<file path="src/rtl/melody_sequencer.sv">
// melody_sequencer: steps a piezo tone generator through a note table
// with per-note duration, articulation gap, loop and stop control.
module melody_sequencer #(
  parameter int DEPTH     = 8,
  parameter int HP_W      = 21,
  parameter int DUR_W     = 4,
  parameter int TICK_DIV  = 6_250_000,
  parameter int GAP_TICKS = 1
) (
  input  logic                     iCLK,
  input  logic                     iRST_N,
  input  logic                     iWR_EN,
  input  logic [$clog2(DEPTH)-1:0] iWR_ADDR,
  input  logic [HP_W-1:0]          iWR_HP,
  input  logic [DUR_W-1:0]         iWR_DUR,
  input  logic                     iSTART,
  input  logic                     iSTOP,
  input  logic                     iLOOP,
  output logic [HP_W-1:0]          oHALF_PERIOD,
  output logic                     oTONE_EN,
  output logic                     oBUSY,
  output logic                     oDONE,
  output logic [$clog2(DEPTH)-1:0] oNOTE_IDX,
  output logic                     oWR_ERR
);

  localparam int AW = $clog2(DEPTH);
  localparam int TW = (TICK_DIV > 1) ? $clog2(TICK_DIV) : 1;
  localparam logic [TW-1:0] TICK_LAST = TW'(TICK_DIV - 1);
  localparam logic [DUR_W-1:0] GAP_T = DUR_W'(GAP_TICKS);
  localparam bit HAS_GAP = (GAP_TICKS > 0);

  typedef enum logic [1:0] {
    S_IDLE,
    S_FETCH,
    S_PLAY,
    S_GAP
  } state_e;

  state_e state_q, state_d;

  logic [HP_W-1:0]  hp_mem_q  [DEPTH];
  logic [HP_W-1:0]  hp_mem_d  [DEPTH];
  logic [DUR_W-1:0] dur_mem_q [DEPTH];
  logic [DUR_W-1:0] dur_mem_d [DEPTH];

  logic [AW-1:0]    idx_q, idx_d;
  logic             loop_q, loop_d;
  logic [TW-1:0]    tick_q, tick_d;
  logic [DUR_W-1:0] dcnt_q, dcnt_d;
  logic [HP_W-1:0]  hp_q, hp_d;
  logic             tone_q, tone_d;
  logic             done_q, done_d;
  logic             werr_q, werr_d;

  logic [HP_W-1:0]  entry_hp;
  logic [DUR_W-1:0] entry_dur;
  logic [DUR_W-1:0] dcnt_nx;
  logic start_ok, tick_wrap, play_done, gap_done;
  logic go_gap, last, wrap_ok, advance;

  // table is frozen while busy, so the live entry can be read directly
  assign entry_hp  = hp_mem_q[idx_q];
  assign entry_dur = dur_mem_q[idx_q];
  assign start_ok  = (state_q == S_IDLE) && iSTART && !iSTOP;
  assign tick_wrap = (tick_q == TICK_LAST);
  assign dcnt_nx   = dcnt_q + DUR_W'(1);
  assign play_done = (state_q == S_PLAY) && tick_wrap
                  && (dcnt_nx == entry_dur);
  assign gap_done  = (state_q == S_GAP) && tick_wrap
                  && (dcnt_nx == GAP_T);
  assign go_gap    = HAS_GAP && (hp_q != '0);
  assign last      = (idx_q == AW'(DEPTH - 1));
  assign wrap_ok   = loop_q && (idx_q != '0);
  assign advance   = (play_done && !go_gap) || gap_done;

  always_ff @(posedge iCLK or negedge iRST_N) begin
    if (!iRST_N) begin
      state_q <= S_IDLE;
      for (int i = 0; i < DEPTH; i++) begin
        hp_mem_q[i]  <= '0;
        dur_mem_q[i] <= '0;
      end
      idx_q  <= '0;
      loop_q <= 1'b0;
      tick_q <= '0;
      dcnt_q <= '0;
      hp_q   <= '0;
      tone_q <= 1'b0;
      done_q <= 1'b0;
      werr_q <= 1'b0;
    end else begin
      state_q   <= state_d;
      hp_mem_q  <= hp_mem_d;
      dur_mem_q <= dur_mem_d;
      idx_q     <= idx_d;
      loop_q    <= loop_d;
      tick_q    <= tick_d;
      dcnt_q    <= dcnt_d;
      hp_q      <= hp_d;
      tone_q    <= tone_d;
      done_q    <= done_d;
      werr_q    <= werr_d;
    end
  end

  always_comb begin
    state_d = state_q;
    idx_d   = idx_q;
    done_d  = 1'b0;
    unique case (state_q)
      S_IDLE: begin
        if (start_ok) begin
          state_d = S_FETCH;
          idx_d   = '0;
        end
      end
      S_FETCH: begin
        if (entry_dur != '0) begin
          state_d = S_PLAY;
        end else if (wrap_ok) begin
          idx_d = '0;
        end else begin
          state_d = S_IDLE;
          idx_d   = '0;
          done_d  = 1'b1;
        end
      end
      S_PLAY: begin
        if (play_done && go_gap) state_d = S_GAP;
      end
      S_GAP: ;
      default: state_d = S_IDLE;
    endcase
    if (advance) begin
      if (!last) begin
        state_d = S_FETCH;
        idx_d   = idx_q + AW'(1);
      end else if (wrap_ok) begin
        state_d = S_FETCH;
        idx_d   = '0;
      end else begin
        state_d = S_IDLE;
        idx_d   = '0;
        done_d  = 1'b1;
      end
    end
    if (iSTOP && (state_q != S_IDLE)) begin
      state_d = S_IDLE;
      idx_d   = '0;
      done_d  = 1'b0;
    end
  end

  always_comb begin
    hp_mem_d  = hp_mem_q;
    dur_mem_d = dur_mem_q;
    loop_d    = loop_q;
    tick_d    = '0;
    dcnt_d    = '0;
    hp_d      = hp_q;
    werr_d    = 1'b0;
    if (iWR_EN) begin
      if (state_q == S_IDLE) begin
        hp_mem_d[iWR_ADDR]  = iWR_HP;
        dur_mem_d[iWR_ADDR] = iWR_DUR;
      end else begin
        werr_d = 1'b1;
      end
    end
    if (start_ok) loop_d = iLOOP;
    if ((state_d == state_q)
        && ((state_q == S_PLAY) || (state_q == S_GAP))) begin
      tick_d = tick_wrap ? '0 : tick_q + TW'(1);
      dcnt_d = tick_wrap ? dcnt_nx : dcnt_q;
    end
    if ((state_q == S_FETCH) && (state_d == S_PLAY)) begin
      hp_d = entry_hp;
    end else if (state_d == S_IDLE) begin
      hp_d = '0;
    end
    tone_d = (state_d == S_PLAY) && (hp_d != '0);
  end

  assign oHALF_PERIOD = hp_q;
  assign oTONE_EN     = tone_q;
  assign oBUSY        = (state_q != S_IDLE);
  assign oDONE        = done_q;
  assign oNOTE_IDX    = idx_q;
  assign oWR_ERR      = werr_q;

endmodule
</file>
<file path="config.mk">
export PLATFORM = sky130hd
export DESIGN_NAME = melody_sequencer
export DESIGN_NICKNAME = d
export VERILOG_FILES = /design/src/rtl/melody_sequencer.sv
export SDC_FILE = /design/constraint.sdc
export NUM_CORES = 1
export LEC_CHECK = 0
export ABC_AREA = 1
export ABC_CLOCK_PERIOD_IN_PS = 2600
export BUFFER_PORTS_ARGS = -buffer_cell sky130_fd_sc_hd__buf_2
export CORE_ASPECT_RATIO = 1.2
export CORE_MARGIN = 3
export CORE_UTILIZATION = 45
export DETAILED_ROUTE_END_ITERATION = 7
export SLEW_MARGIN = 20
export SYNTH_ARGS = -nofsm -noshare
export SYNTH_HDL_FRONTEND = slang
export SYNTH_SLANG_ARGS = --single-unit
export TNS_END_PERCENT = 50
</file>
<file path="constraint.sdc">
create_clock -name iCLK -period 2.6 [get_ports iCLK]
set_input_delay 0.13 -clock iCLK [delete_from_list [all_inputs] [get_ports iCLK]]
set_output_delay 0.13 -clock iCLK [all_outputs]
set_load 0.01 [all_outputs]
</file>
### After elaboration in Yosys (flattened, before gate mapping)

Cells that the tools add are included.
Widths: inputs -> output; s select.

* bits in registers: 257
* input bits: 34
* output and inout bits: 28
* logic and storage cells: 115

* add/sub/neg operators: 3
* order comparisons: 3
* equality and inequality tests: 12
* muxes and demuxes: 42
* bitwise operators: 2
* reduce and logical (&&, ||, !) cells: 28

Operator list (number)
* $bwmux 168: 1
* $mux 21: 5
* $bmux 21 s3: 1
* $demux 21 s3: 1
* $mux 23: 2
* $reduce_bool 21->1: 2
* $bwmux 32: 1
* $add 23x1->23 const B: 1
* $eq 23x23->1 const B: 1
* $mux 4: 5
* $mux 3: 5
* $logic_and 1x1->1: 14
* $bmux 4 s3: 1
* $demux 4 s3: 1
* $mux 2: 6
* $mux 1: 11
* $ge 4x4->1 const B: 2
* $not 3->4: 2
* $reduce_bool 4->1: 2
* $eq 2x2->1 const B: 3
* $pmux 2 s3: 1
* $pmux 3 s2: 1
* $add 4x1->4 const B: 1
* $eq 4x1->1 const B: 1
* other kinds (16): 19

### Logic depth before layout (Yosys ltp)

Gate-level depths: netlist of run 1.

* word-level depth: 16
* mapped depth: 26
* depth with buffers taken out: 23

### Worst setup path after synthesis of run 1

No wires, ideal clock.

* path type: register -> register
* start: register idx_q[1], in the netlist oNOTE_IDX[1]
* end: register tone_q, in the netlist oTONE_EN
* library setup time: 0.113 ns
* data arrival time: 2.397 ns
* required time: 2.487 ns
* slack: 0.090 ns
* cell stages (with the launch flop): 24
* buffers on the path: 4
* clock period less this slack: 2.510 ns
* cells stage by stage: dfrtp_1 buf_4 inv_2 buf_4 clkbuf_1 ha_1 nand2_1 nand2_1 inv_1 nand2_1 nand2_1 nor2_1 nand2_1 nand2_2 nand2_2 buf_6 nand3_2 nand2_1 nor2_1 nand2_1 nor2_1 nand3_1 nand2_1 inv_1

* longest elaborated chain between the ends: 16
* elaborated cells on any way between the ends: 31
* classes of those cells: eq/ne (3); mux (16); bitwise (1); reduce/logical (11)

RTL lines
* start: declaration: line 47 `logic [AW-1:0] idx_q, idx_d;`
* start signal: assignment: line 96 `idx_q <= idx_d;`
* $not 3->4 (implied by the code): line 63, 64
* $bmux 4 s3: line 64 `assign entry_dur = dur_mem_q[idx_q];`
* $mux 4 (implied by the code) (2 in series): line 64
* $eq 4x4->1: line 69 `&& (dcnt_nx == entry_dur);`
* $logic_and 1x1->1: line 69
* $logic_and 1x1->1: line 130 `if (play_done && go_gap) state_d = S_GAP;`
* $mux 2: line 130
* $pmux 2 s3: line 111 `unique case (state_q)`
* $mux 2: line 135 `if (advance) begin`
* $mux 2: line 148 `if (iSTOP && (state_q != S_IDLE)) begin`
* $logic_not 2->1 / $eq 2x2->1 (equally long branches): line 179, 177
* $mux 21 / $logic_and 1x1->1 (equally long branches): line 179, 177
* $mux 21 *: line 177 `if ((state_q == S_FETCH) && (state_d == S_PLAY)) begin`
* via hp_d[9]: line 51 `logic [HP_W-1:0] hp_q, hp_d;`
* $reduce_bool 21->1 *: line 182 `tone_d = (state_d == S_PLAY) && (hp_d != '0);`
* $logic_and 1x1->1 *: line 182
* via tone_d: line 52 `logic tone_q, tone_d;`
* end signal: assignment: line 101 `tone_q <= tone_d;`
* end: declaration: line 52

Mark *: on every way through the listed nets, which the timed path passes. The rest lies on a longest branch. The select of a mux whose other input is x is not followed.
A chain may end at the register's enable or synchronous reset.

### Worst setup path after layout of run 1

* start: register idx_q[0], in the netlist oNOTE_IDX[0]
* end: register tone_q, in the netlist oTONE_EN

* longest elaborated chain between the ends: 16
* elaborated cells on any way between the ends: 31
* classes of those cells: eq/ne (3); mux (16); bitwise (1); reduce/logical (11)

RTL lines
* $not 3->4 (implied by the code): line 64
* $bmux 4 s3: line 64
* $mux 4 (implied by the code) (2 in series): line 64
* $eq 4x4->1: line 69
* $logic_and 1x1->1: line 69
* $logic_and 1x1->1: line 130
* $mux 2: line 130
* $pmux 2 s3: line 111
* [... 2 more ...]
* via state_d[1]: line 40 `state_e state_q, state_d;`
* $logic_not 2->1 / $eq 2x2->1 (equally long branches): line 179, 177
* $mux 21 / $logic_and 1x1->1 (equally long branches): line 179, 177
* $mux 21 *: line 177
* via hp_d[6]: line 51
* $reduce_bool 21->1 *: line 182
* $logic_and 1x1->1 *: line 182
* via tone_d: line 52

Marks and branches as above.

==> results of run 1 <==
-- cells in the final DEF (no fill, tap or decap), types with 2 or more instances in the layout --
cell,netlist,routed
a211oi_2,0,2
a21oi_1,46,45
a32o_1,2,2
buf_12,0,13
buf_2,5,61
buf_4,4,83
bufinv_16,0,2
clkbuf_1,70,8
clkbuf_16,0,30
clkbuf_8,0,12
clkinv_8,0,2
dfrtp_1,257,255
dfrtp_2,0,2
dlygate4sd3_1,0,29
ha_1,6,6
inv_1,117,116
inv_2,3,2
nand2_1,297,289
nand2_2,2,10
nand3_1,55,51
nand3_2,12,16
nand4_1,15,15
nor2_1,185,179
nor2_2,1,7
nor2_8,2,2
nor3_1,22,19
nor3_2,1,4
nor4_1,8,7
o211ai_1,22,22
o21ai_0,247,247
o21bai_1,2,2
o221ai_1,19,19
o22ai_1,19,19
xnor2_1,3,3
xor2_1,8,8
-- sequential cells by signal, summed over array words and instances (netlist names) --
register and cells:
tick_q 23, dur_mem_q 32, state_q 2, oNOTE_IDX 3
oWR_ERR 1, oDONE 1, hp_mem_q 168, loop_q 1
oHALF_PERIOD 21, dcnt_q 4, oTONE_EN 1
-- cells by family (layout without fill, tap and decap cells) --
family	Yosys count	in the layout	synth area share, %
AND/OR/NAND/NOR	604	604	21.2
buffers and inverters	209	364	7.27
XOR/XNOR	11	11	0.799
AO/OA/AOI/OAI	363	363	16.7
flip-flops	257	257	53.4
adder cells (fa/ha/maj)	6	6	0.623
-- cell type report --
type	instances	area, um^2	share of cell area, %
Clock inverter	3	65.1	0.443
Timing Repair inverter	1	16.3	0.111
Multi-Input combinational cell	984	4840	32.9
Inverter	122	478	3.25
Tap cell	335	419	2.85
Clock buffer	49	921	6.26
Timing Repair Buffer	189	1530	10.4
Sequential cell	257	6430	43.8
-- worst min-delay path, delay by kind of cell --
family	cells	cell delay, ns
AO/OA/AOI/OAI	1	0.16
buffers and inverters	2	0.23
-- worst min-delay path by stage --
stage,start,to,slack (ns),cells past startpoint
floorplan,iRST_N,dcnt_q[0]$_DFFE_PN0P_,-0.17,0
global placement,iRST_N,dur_mem_q[31]$_DFFE_PN0P_,0.24,1
detailed placement,iRST_N,dur_mem_q[14]$_DFFE_PN0P_,0.24,1
CTS,iWR_HP[7],hp_mem_q[49]$_DFFE_PN0P_,0.02,3
global route,iWR_HP[7],hp_mem_q[70]$_DFFE_PN0P_,0.07,3
finish,iWR_HP[7],hp_mem_q[49]$_DFFE_PN0P_,0.03,3
-- per-layer routing --
metal	global-route usage, %	part of all wire, %	up-vias
li1	-	-	5072
met1	30.9	44	4930
met2	39.3	49	227
met3	2.78	4.5	64
met4	7.18	3.0	0
met5	0	0	-
-- metrics by stage --
| step | cell area (um^2) | setup WS, ns |
|---|---|---|
| 5_1_grt | 14700 | -0.325 |
| 6_report | 14700 | -0.151 |
| 3_3_place_gp | 13200 | -0.0412 |
| 3_5_place_dp | 13200 | -0.0566 |
| 4_1_cts | 14500 | -0.0480 |
| 2_1_floorplan | 12100 | 0.0898 |
-- where the power goes --
part,switching (mW),internal [mW]
registers,0.547,5.06
clock network,1.60,2.57
logic,1.35,0.992
total,3.49,8.62
-- timing repair --
item	in CTS	in global routing
hold buffers	29	0
pin swaps	4	5
buffers inserted	2	7
cloned	0	3
setup endpoints to repair	1	32
gates resized for setup	4	25
endpoints found under the hold margin	244	0
==> flow_summary.html, run 1 <==
<table>
<tr><th>Metric</th><th>Value</th></tr>
<tr><th colspan="2">Route</th></tr>
<tr><td>Number of DRC markers in iteration 0</td><td>653</td></tr>
<tr><td>Drt drc</td><td>0</td></tr>
<tr><td>Average wire per cell in the routed design</td><td>17.1 um</td></tr>
<tr><td>Via density</td><td>5.31</td></tr>
<tr><td>Post-DRT Antenna Nets</td><td>0</td></tr>
<tr><td>Final WL</td><td>33100 um</td></tr>
<tr><td>Vias after detailed routing</td><td>10300</td></tr>
<tr><td>DR pass1 iterations</td><td>5</td></tr>
<tr><th colspan="2">Logic synthesis</th></tr>
<tr><td>Number of distinct standard cells referenced by the synthesized netlist</td><td>38</td></tr>
<tr><td>Synthesized netlist cell count</td><td>1450</td></tr>
<tr><td>Top area cells in the synthesized netlist</td><td>dfrtp_1 (53%), o21ai_0 (10%), nand2_1 (9.2%)</td></tr>
<tr><td>Post-Syn Nets</td><td>1490</td></tr>
<tr><td>YS warnings</td><td>0</td></tr>
<tr><td>Post-synthesis instance area</td><td>0.0121 mm^2</td></tr>
<tr><td>Share of the synthesized area in the top cell type</td><td>53.4%</td></tr>
<tr><td>Most frequent cell after synthesis</td><td>nand2_1</td></tr>
<tr><td>Proportion of synthesized flip-flops having asynchronous set or reset</td><td>100%</td></tr>
<tr><td>Seq/Total Area, Yosys</td><td>53.4%</td></tr>
<tr><td>Syn_area_per_cell</td><td>8.31 um^2</td></tr>
<tr><td>Most instantiated cells after synthesis</td><td>nand2_1 (297), dfrtp_1 (257), o21ai_0 (247)</td></tr>
<tr><td>Number of enable-type register cells in the synthesized netlist</td><td>0</td></tr>
<tr><td>Number of flip-flops and latches in the synthesized netlist</td><td>257</td></tr>
<tr><td>Top_reg_cell synth</td><td>dfrtp_1</td></tr>
<tr><td>Synth area leader</td><td>dfrtp_1</td></tr>
<tr><th colspan="2">Layout</th></tr>
<tr><td>Fraction of the core area covered by cells at the end of the flow</td><td>55.8%</td></tr>
<tr><td>Share of layout cells above drive strength 1</td><td>16.1%</td></tr>
<tr><td>Final non-filler cell total</td><td>1940</td></tr>
<tr><td>Filler instances</td><td>2474</td></tr>
<tr><td>Number of diodes</td><td>0</td></tr>
<tr><td>Signed area change from the synthesized netlist to the final layout</td><td>22.0%</td></tr>
<tr><td>Final-stage net count</td><td>1623</td></tr>
<tr><th colspan="2">Global routing</th></tr>
<tr><td>Global-route usage over all layers</td><td>23.1%</td></tr>
<tr><td>Maximum number of pins on one net before global-route repair</td><td>97</td></tr>
<tr><td>Number of antenna violations at the first check in global routing</td><td>0</td></tr>
<tr><td>Via count of the first global-routing pass</td><td>10100</td></tr>
<tr><td>Remaining global-route overflow</td><td>0</td></tr>
<tr><td>Wire length of the first global-routing pass</td><td>53800 um</td></tr>
<tr><th colspan="2">Clock tree</th></tr>
<tr><td>Largest buffer count on any clock path</td><td>3</td></tr>
<tr><td>Buffer cell driving the clock tree root</td><td>clkbuf_16</td></tr>
<tr><td>Clock tree from TritonCTS</td><td>done</td></tr>
<tr><td>Clock slew at reported path FFs</td><td>0.06 ns</td></tr>
<tr><td>Skew-Pair Late Insertion Delay</td><td>0.54 ns</td></tr>
<tr><td>Clock buffers created by TritonCTS</td><td>28</td></tr>
<tr><td>Number of clock sinks</td><td>257</td></tr>
<tr><td>H-Tree Level Count</td><td>1</td></tr>
<tr><th colspan="2">Run status</th></tr>
<tr><td>Failing checks</td><td>negative setup slack</td></tr>
<tr><td>Outcome</td><td>finished with violations</td></tr>
<tr><th colspan="2">Worst setup path</th></tr>
<tr><td>Launch point of the worst path</td><td>oNOTE_IDX[0]$_DFFE_PN0P_</td></tr>
<tr><td>Chain of cells forming the critical path</td><td>buf_12 -&gt; buf_12 -&gt; clkinv_8 -&gt; nand2_1 -&gt; nand3_1 -&gt; nand3_1 -&gt; nand2_1 -&gt; inv_1 -&gt; nor2_2 -&gt; nand2_2 -&gt; a31oi_4 -&gt; nor2_8 -&gt; inv_6 -&gt; nor2_8 -&gt; buf_12 -&gt; o211ai_1 -&gt; nand2_1 -&gt; nor2_1 -&gt; nand2_1 -&gt; nor2_1 -&gt; nand3_1 -&gt; nand2_1 -&gt; inv_1</td></tr>
<tr><td>Startpoint Class</td><td>flip-flop</td></tr>
<tr><td>WP buf/inv</td><td>7</td></tr>
<tr><td>Delay of the slowest cell on the worst path</td><td>0.41 ns</td></tr>
<tr><td>Endpoint kind of the worst setup timing path</td><td>flip-flop</td></tr>
<tr><td>CP Depth</td><td>23</td></tr>
<tr><td>Most prevalent standard cell on the critical path</td><td>nand2_1</td></tr>
<tr><td>Flop-to-flop setup slack</td><td>-0.15 ns</td></tr>
<tr><td>Worst reg2reg startpoint</td><td>oNOTE_IDX[0]$_DFFE_PN0P_</td></tr>
<tr><td>Critical path endpoint</td><td>oTONE_EN$_DFF_PN0_</td></tr>
<tr><td>Cell at the slowest stage of the critical path</td><td>dfrtp_2</td></tr>
<tr><td>Worst EP arrival</td><td>3.19 ns</td></tr>
<tr><td>Count of cells along the worst register-to-register path</td><td>23</td></tr>
<tr><td>Endpoint of the most critical register-to-register path</td><td>oTONE_EN$_DFF_PN0_</td></tr>
<tr><td>Top cell family by delay on the critical path</td><td>simple AND/OR/NAND/NOR gates</td></tr>
<tr><td>Critical path fanouts, max</td><td>20</td></tr>
<tr><td>Start-to-end type of the worst setup path</td><td>flip-flop to flip-flop</td></tr>
<tr><td>Required time reported for the critical path endpoint</td><td>3.04 ns</td></tr>
<tr><th colspan="2">Timing</th></tr>
<tr><td>Number of max-slew violations in the final report</td><td>0</td></tr>
<tr><td>Tcrit/Tclk final</td><td>106%</td></tr>
<tr><td>RSZ-0062 raised after global routing</td><td>yes</td></tr>
<tr><td>Worst clock skew</td><td>0.0213 ns</td></tr>
<tr><td>Worst hold-check slack</td><td>0.0340 ns</td></tr>
<tr><td>Post-route setup TNS</td><td>-0.271 ns</td></tr>
<tr><td>Slew at the pin closest to its max-slew limit</td><td>0.795 ns</td></tr>
<tr><td>Fmax achieved</td><td>363 MHz</td></tr>
<tr><td>Min Clock Period, post-route</td><td>2.75 ns</td></tr>
<tr><td>Worst setup margin</td><td>-0.151 ns</td></tr>
<tr><td>Hold violation count in the final report</td><td>0</td></tr>
<tr><td>Max-slew headroom at the worst pin</td><td>47.0%</td></tr>
<tr><td>Setup violation total in the final timing report</td><td>2</td></tr>
<tr><th colspan="2">Die</th></tr>
<tr><td>Die ar.</td><td>0.0288 mm^2</td></tr>
<tr><td>CORE AREA</td><td>0.0264 mm^2</td></tr>
<tr><td>Row Count</td><td>65</td></tr>
<tr><td>Boundary pin count</td><td>62</td></tr>
<tr><td>Initial core utilization</td><td>45.7%</td></tr>
<tr><td>Y dimension of the die</td><td>185 um</td></tr>
<tr><td>Die span in x</td><td>155 um</td></tr>
<tr><th colspan="2">Place</th></tr>
<tr><td>Weighted congestion reported at the end of routability-driven placement</td><td>0.874</td></tr>
<tr><td>Placed Instances</td><td>1847</td></tr>
<tr><td>IO Port Bufs</td><td>61</td></tr>
<tr><td>Dpl hpwl</td><td>20500 um</td></tr>
<tr><th colspan="2">Power and ir drop</th></tr>
<tr><td>Pwr dens</td><td>824 mW/mm^2</td></tr>
<tr><td>Maximum resistive drop on vdd</td><td>493 uV</td></tr>
<tr><td>P_leak</td><td>7.13 nW</td></tr>
<tr><td>Overall power</td><td>12.1 mW</td></tr>
<tr><th colspan="2">Flow run</th></tr>
<tr><td>Max Cap Violations</td><td>0</td></tr>
<tr><th colspan="2">Hold path</th></tr>
<tr><td>Hold WC Path Type</td><td>input pin to flip-flop</td></tr>
</table>
Power figures use the tool's default switching activity.
==> inputs of run 2 (changes only) <==
Settings changed: ABC_CLOCK_PERIOD_IN_PS 2600 to 2800.
Clock period 2.6 ns to 2.8 ns, I/O delays scaled along.
==> run 2 against run 1 <==
- the run now ends clean
- combinational power down 5%
- via count down 2.0%
- routed wire length up 0.19%
- non-clock buffer count down 44
- die area unchanged
- worst hold slack worse by 0.016 ns
- critical endpoint unchanged
- largest cell class unchanged
==> flow_summary.html, run 2 (synthesis gave the netlist of run 1 again) <==
<table>
<tr><th>Metric</th><th>Value</th></tr>
<tr><th colspan="2">Layout</th></tr>
<tr><td>Most common cell after layout, fill and taps aside</td><td>nand2_1</td></tr>
<tr><td>Filler instances</td><td>2494 (+0.81%)</td></tr>
<tr><td>Registers with the highest flip-flop counts</td><td>hp_mem_q (168), dur_mem_q (32), tick_q (23)</td></tr>
<tr><td>Share of layout cells above drive strength 1</td><td>15.5% (-0.68 points)</td></tr>
<tr><td>Max reg flops</td><td>168 (unchanged)</td></tr>
<tr><td>Total non-filler cell area in the finished layout</td><td>0.0144 mm^2 (-1.8%)</td></tr>
<tr><td>Final-stage net count</td><td>1579 (-2.7%)</td></tr>
<tr><td>Final non-filler cell total</td><td>1894 (-2.4%)</td></tr>
<tr><td>Number of diodes</td><td>0 (unchanged)</td></tr>
<tr><td>Register name with the most flops</td><td>hp_mem_q</td></tr>
<tr><td>Top library cells by usage in the layout, fill and taps aside</td><td>nand2_1 (271), dfrtp_1 (255), o21ai_0 (246)</td></tr>
<tr><td>Signed area change from the synthesized netlist to the final layout</td><td>19.7%</td></tr>
<tr><td>Fraction of the core area covered by cells at the end of the flow</td><td>54.8% (-1.0 points)</td></tr>
<tr><th colspan="2">Place</th></tr>
<tr><td>Dpl ws</td><td>0.0463 ns (+0.103 ns)</td></tr>
<tr><td>Placed inst area</td><td>0.0128 mm^2 (-3.1%)</td></tr>
<tr><td>Weighted congestion reported at the end of routability-driven placement</td><td>0.848 (-3.0%)</td></tr>
<tr><td>Dpl hpwl</td><td>19700 um (-3.8%)</td></tr>
<tr><td>Placed Instances</td><td>1796 (-2.8%)</td></tr>
<tr><td>IO Port Bufs</td><td>61 (unchanged)</td></tr>
<tr><th colspan="2">Hold path</th></tr>
<tr><td>Worst hold path cell count</td><td>3 (unchanged)</td></tr>
<tr><td>Hold WC Path Type</td><td>input pin to flip-flop</td></tr>
<tr><th colspan="2">Die</th></tr>
<tr><td>Die span in x</td><td>155 um (unchanged)</td></tr>
<tr><td>Y dimension of the die</td><td>185 um (unchanged)</td></tr>
<tr><td>CORE AREA</td><td>0.0264 mm^2 (unchanged)</td></tr>
<tr><td>Die ar.</td><td>0.0288 mm^2 (unchanged)</td></tr>
<tr><td>Initial core utilization</td><td>45.7% (unchanged)</td></tr>
<tr><td>Boundary pin count</td><td>62 (unchanged)</td></tr>
<tr><td>Row Count</td><td>65 (unchanged)</td></tr>
<tr><th colspan="2">Power and ir drop</th></tr>
<tr><td>Overall power</td><td>11.2 mW (-7.2%)</td></tr>
<tr><td>Proportion of power drawn by the clock network</td><td>34.0% (-0.4 points)</td></tr>
<tr><td>Internal power component</td><td>7.93 mW (-8.1%)</td></tr>
<tr><td>Switching component of the power</td><td>3.31 mW (-5.2%)</td></tr>
<tr><td>Fraction of power spent switching nets</td><td>29.4% (+0.63 points)</td></tr>
<tr><td>Pwr dens</td><td>779 mW/mm^2 (-5.5%)</td></tr>
<tr><td>P_leak</td><td>6.91 nW (-3.0%)</td></tr>
<tr><td>Part of the total power dissipated in combinational logic</td><td>19.7% (+0.4 points)</td></tr>
<tr><td>Portion of total power attributed to sequential cells</td><td>46.3% (about the same)</td></tr>
<tr><td>Maximum resistive drop on vdd</td><td>397 uV (-20%)</td></tr>
<tr><th colspan="2">Clock tree</th></tr>
<tr><td>Buffer cell driving the clock tree root</td><td>clkbuf_16</td></tr>
<tr><td>Clock slew at reported path FFs</td><td>0.06 ns (about the same)</td></tr>
<tr><td>H-Tree Level Count</td><td>1 (unchanged)</td></tr>
<tr><td>Clock buffers created by TritonCTS</td><td>28 (unchanged)</td></tr>
<tr><td>Number of clock sinks</td><td>257 (unchanged)</td></tr>
<tr><td>Clock tree from TritonCTS</td><td>done</td></tr>
<tr><td>Skew-Pair Late Insertion Delay</td><td>0.54 ns (about the same)</td></tr>
<tr><td>Largest buffer count on any clock path</td><td>3 (unchanged)</td></tr>
<tr><th colspan="2">Run status</th></tr>
<tr><td>Outcome</td><td>completed</td></tr>
<tr><th colspan="2">Timing</th></tr>
<tr><td>Worst hold-check slack</td><td>0.0184 ns (-0.0156 ns)</td></tr>
<tr><td>Max-slew headroom at the worst pin</td><td>58.8% (+12 points)</td></tr>
<tr><td>Post-route setup TNS</td><td>0 ns (+0.271 ns)</td></tr>
<tr><td>Number of max-slew violations in the final report</td><td>0 (unchanged)</td></tr>
<tr><td>Fmax achieved</td><td>357 MHz (-1.7%)</td></tr>
<tr><td>Slew at the pin closest to its max-slew limit</td><td>0.618 ns (-0.177 ns)</td></tr>
<tr><td>Worst clock skew</td><td>0.0147 ns (-0.00659 ns)</td></tr>
<tr><td>Min Clock Period, post-route</td><td>2.80 ns (+0.0483 ns)</td></tr>
<tr><td>Worst setup margin</td><td>0.000297 ns (+0.152 ns)</td></tr>
<tr><td>Tcrit/Tclk final</td><td>100% (-5.8 points)</td></tr>
<tr><td>Hold violation count in the final report</td><td>0 (unchanged)</td></tr>
<tr><td>RSZ-0062 raised after global routing</td><td>yes</td></tr>
<tr><td>Setup violation total in the final timing report</td><td>0 (-2)</td></tr>
<tr><th colspan="2">Route</th></tr>
<tr><td>Final WL</td><td>33200 um (+0.19%)</td></tr>
<tr><td>Number of DRC markers in iteration 0</td><td>798 (+22%)</td></tr>
<tr><td>Average wire per cell in the routed design</td><td>17.5 um (+2.6%)</td></tr>
<tr><td>Vias after detailed routing</td><td>10100 (-2.0%)</td></tr>
<tr><td>Post-DRT Antenna Nets</td><td>0 (unchanged)</td></tr>
<tr><td>Via density</td><td>5.33 (+0.38%)</td></tr>
<tr><td>Drt drc</td><td>0 (unchanged)</td></tr>
<tr><td>DR pass1 iterations</td><td>5 (unchanged)</td></tr>
<tr><th colspan="2">Global routing</th></tr>
<tr><td>Via count of the first global-routing pass</td><td>9778 (-3.0%)</td></tr>
<tr><td>Number of antenna violations at the first check in global routing</td><td>0 (unchanged)</td></tr>
<tr><td>Maximum number of pins on one net before global-route repair</td><td>83 (-14%)</td></tr>
<tr><td>Global-route usage over all layers</td><td>22.8% (-0.29 points)</td></tr>
<tr><td>Remaining global-route overflow</td><td>0 (unchanged)</td></tr>
<tr><td>Wire length of the first global-routing pass</td><td>52600 um (-2.2%)</td></tr>
<tr><th colspan="2">Worst setup path</th></tr>
<tr><td>Startpoint Class</td><td>flip-flop</td></tr>
<tr><td>Count of cells along the worst register-to-register path</td><td>22 (-4.3%)</td></tr>
<tr><td>Critical path fanouts, max</td><td>8 (-60%)</td></tr>
<tr><td>Flop-to-flop setup slack</td><td>0.0003 ns (+0.15 ns)</td></tr>
<tr><td>Endpoint kind of the worst setup timing path</td><td>flip-flop</td></tr>
<tr><td>Start-to-end type of the worst setup path</td><td>flip-flop to flip-flop</td></tr>
<tr><td>Required time reported for the critical path endpoint</td><td>3.24 ns (+0.20 ns)</td></tr>
<tr><td>Worst EP arrival</td><td>3.24 ns (+0.05 ns)</td></tr>
<tr><th colspan="2">Flow run</th></tr>
<tr><td>Max Cap Violations</td><td>0 (unchanged)</td></tr>
</table>
[run 2: repair_timing]
action                                  4_1_cts  5_1_grt
gates resized for setup                       2       58
gates cloned                                  0        5
endpoints found under the hold margin       219        0
hold buffers                                 29        0
endpoints found under the setup margin        1        1
setup buffers                                 2       12
pin swaps                                     0       30
[run 2: routing by layer]
metal,share of wire [%],vias to the layer above,global-route usage [%]
met2,49,209,39.1
met1,45,4847,30.8
met4,2.2,0,6.16
met3,4.2,54,2.66
li1,-,4977,-
met5,0,-,0
[run 2: path summary, 6_finish.rpt]
check | start | endpoint
min in group asynchronous | iRST_N | dur_mem_q[13]$_DFFE_PN0P_
worst max-delay path | oNOTE_IDX[0]$_DFFE_PN0P_ | oTONE_EN$_DFF_PN0_
max in group asynchronous | iRST_N | hp_mem_q[155]$_DFFE_PN0P_
worst min register to register | hp_mem_q[122]$_DFFE_PN0P_ | hp_mem_q[122]$_DFFE_PN0P_
worst max register to register | oNOTE_IDX[0]$_DFFE_PN0P_ | oTONE_EN$_DFF_PN0_
worst min-delay path | iWR_HP[13] | hp_mem_q[97]$_DFFE_PN0P_
[run 2: layout make-up]
type                    instances  area (um^2)  area share (%)
clock buffers                  39          783            5.43
repair buffers                145         1210            8.37
well taps                     335          419            2.90
inverters                     122          478            3.31
repair inverters                1         6.26          0.0434
multi-input cells             984         4940            34.2
clock inverters                11          163            1.13
flip-flops and latches        257         6430            44.6
[run 2: worst max-delay path, cell delays in order, from the launching register on]
cell and delay, ns:
dfrtp_2 0.52, inv_8 0.07, buf_4 0.14, nand2_1 0.05, nand3_1 0.09, nand3_2 0.11
nand3_1 0.11, nand3_2 0.12, nor2_4 0.04, nand3_2 0.09, nand2_4 0.09, nor2_8 0.13
clkinv_4 0.09, nor2_8 0.18, inv_6 0.07, buf_4 0.14, buf_6 0.12, nand3_1 0.09
nand4_1 0.11, nor2_1 0.12, nand3_1 0.08, nand2_1 0.07, inv_1 0.04
[run 2: power by group through the flow]
stage | Sequential (mW) | Clock (mW) | Combinational [mW]
after global placement | 5.24 | 0 | 1.99
after floorplan | 5.16 | 0 | 1.42
final | 5.20 | 3.82 | 2.22
after CTS | 5.20 | 3.89 | 2.08
after detailed placement | 5.26 | 0 | 2.03
after global routing | 5.33 | 4.05 | 2.56
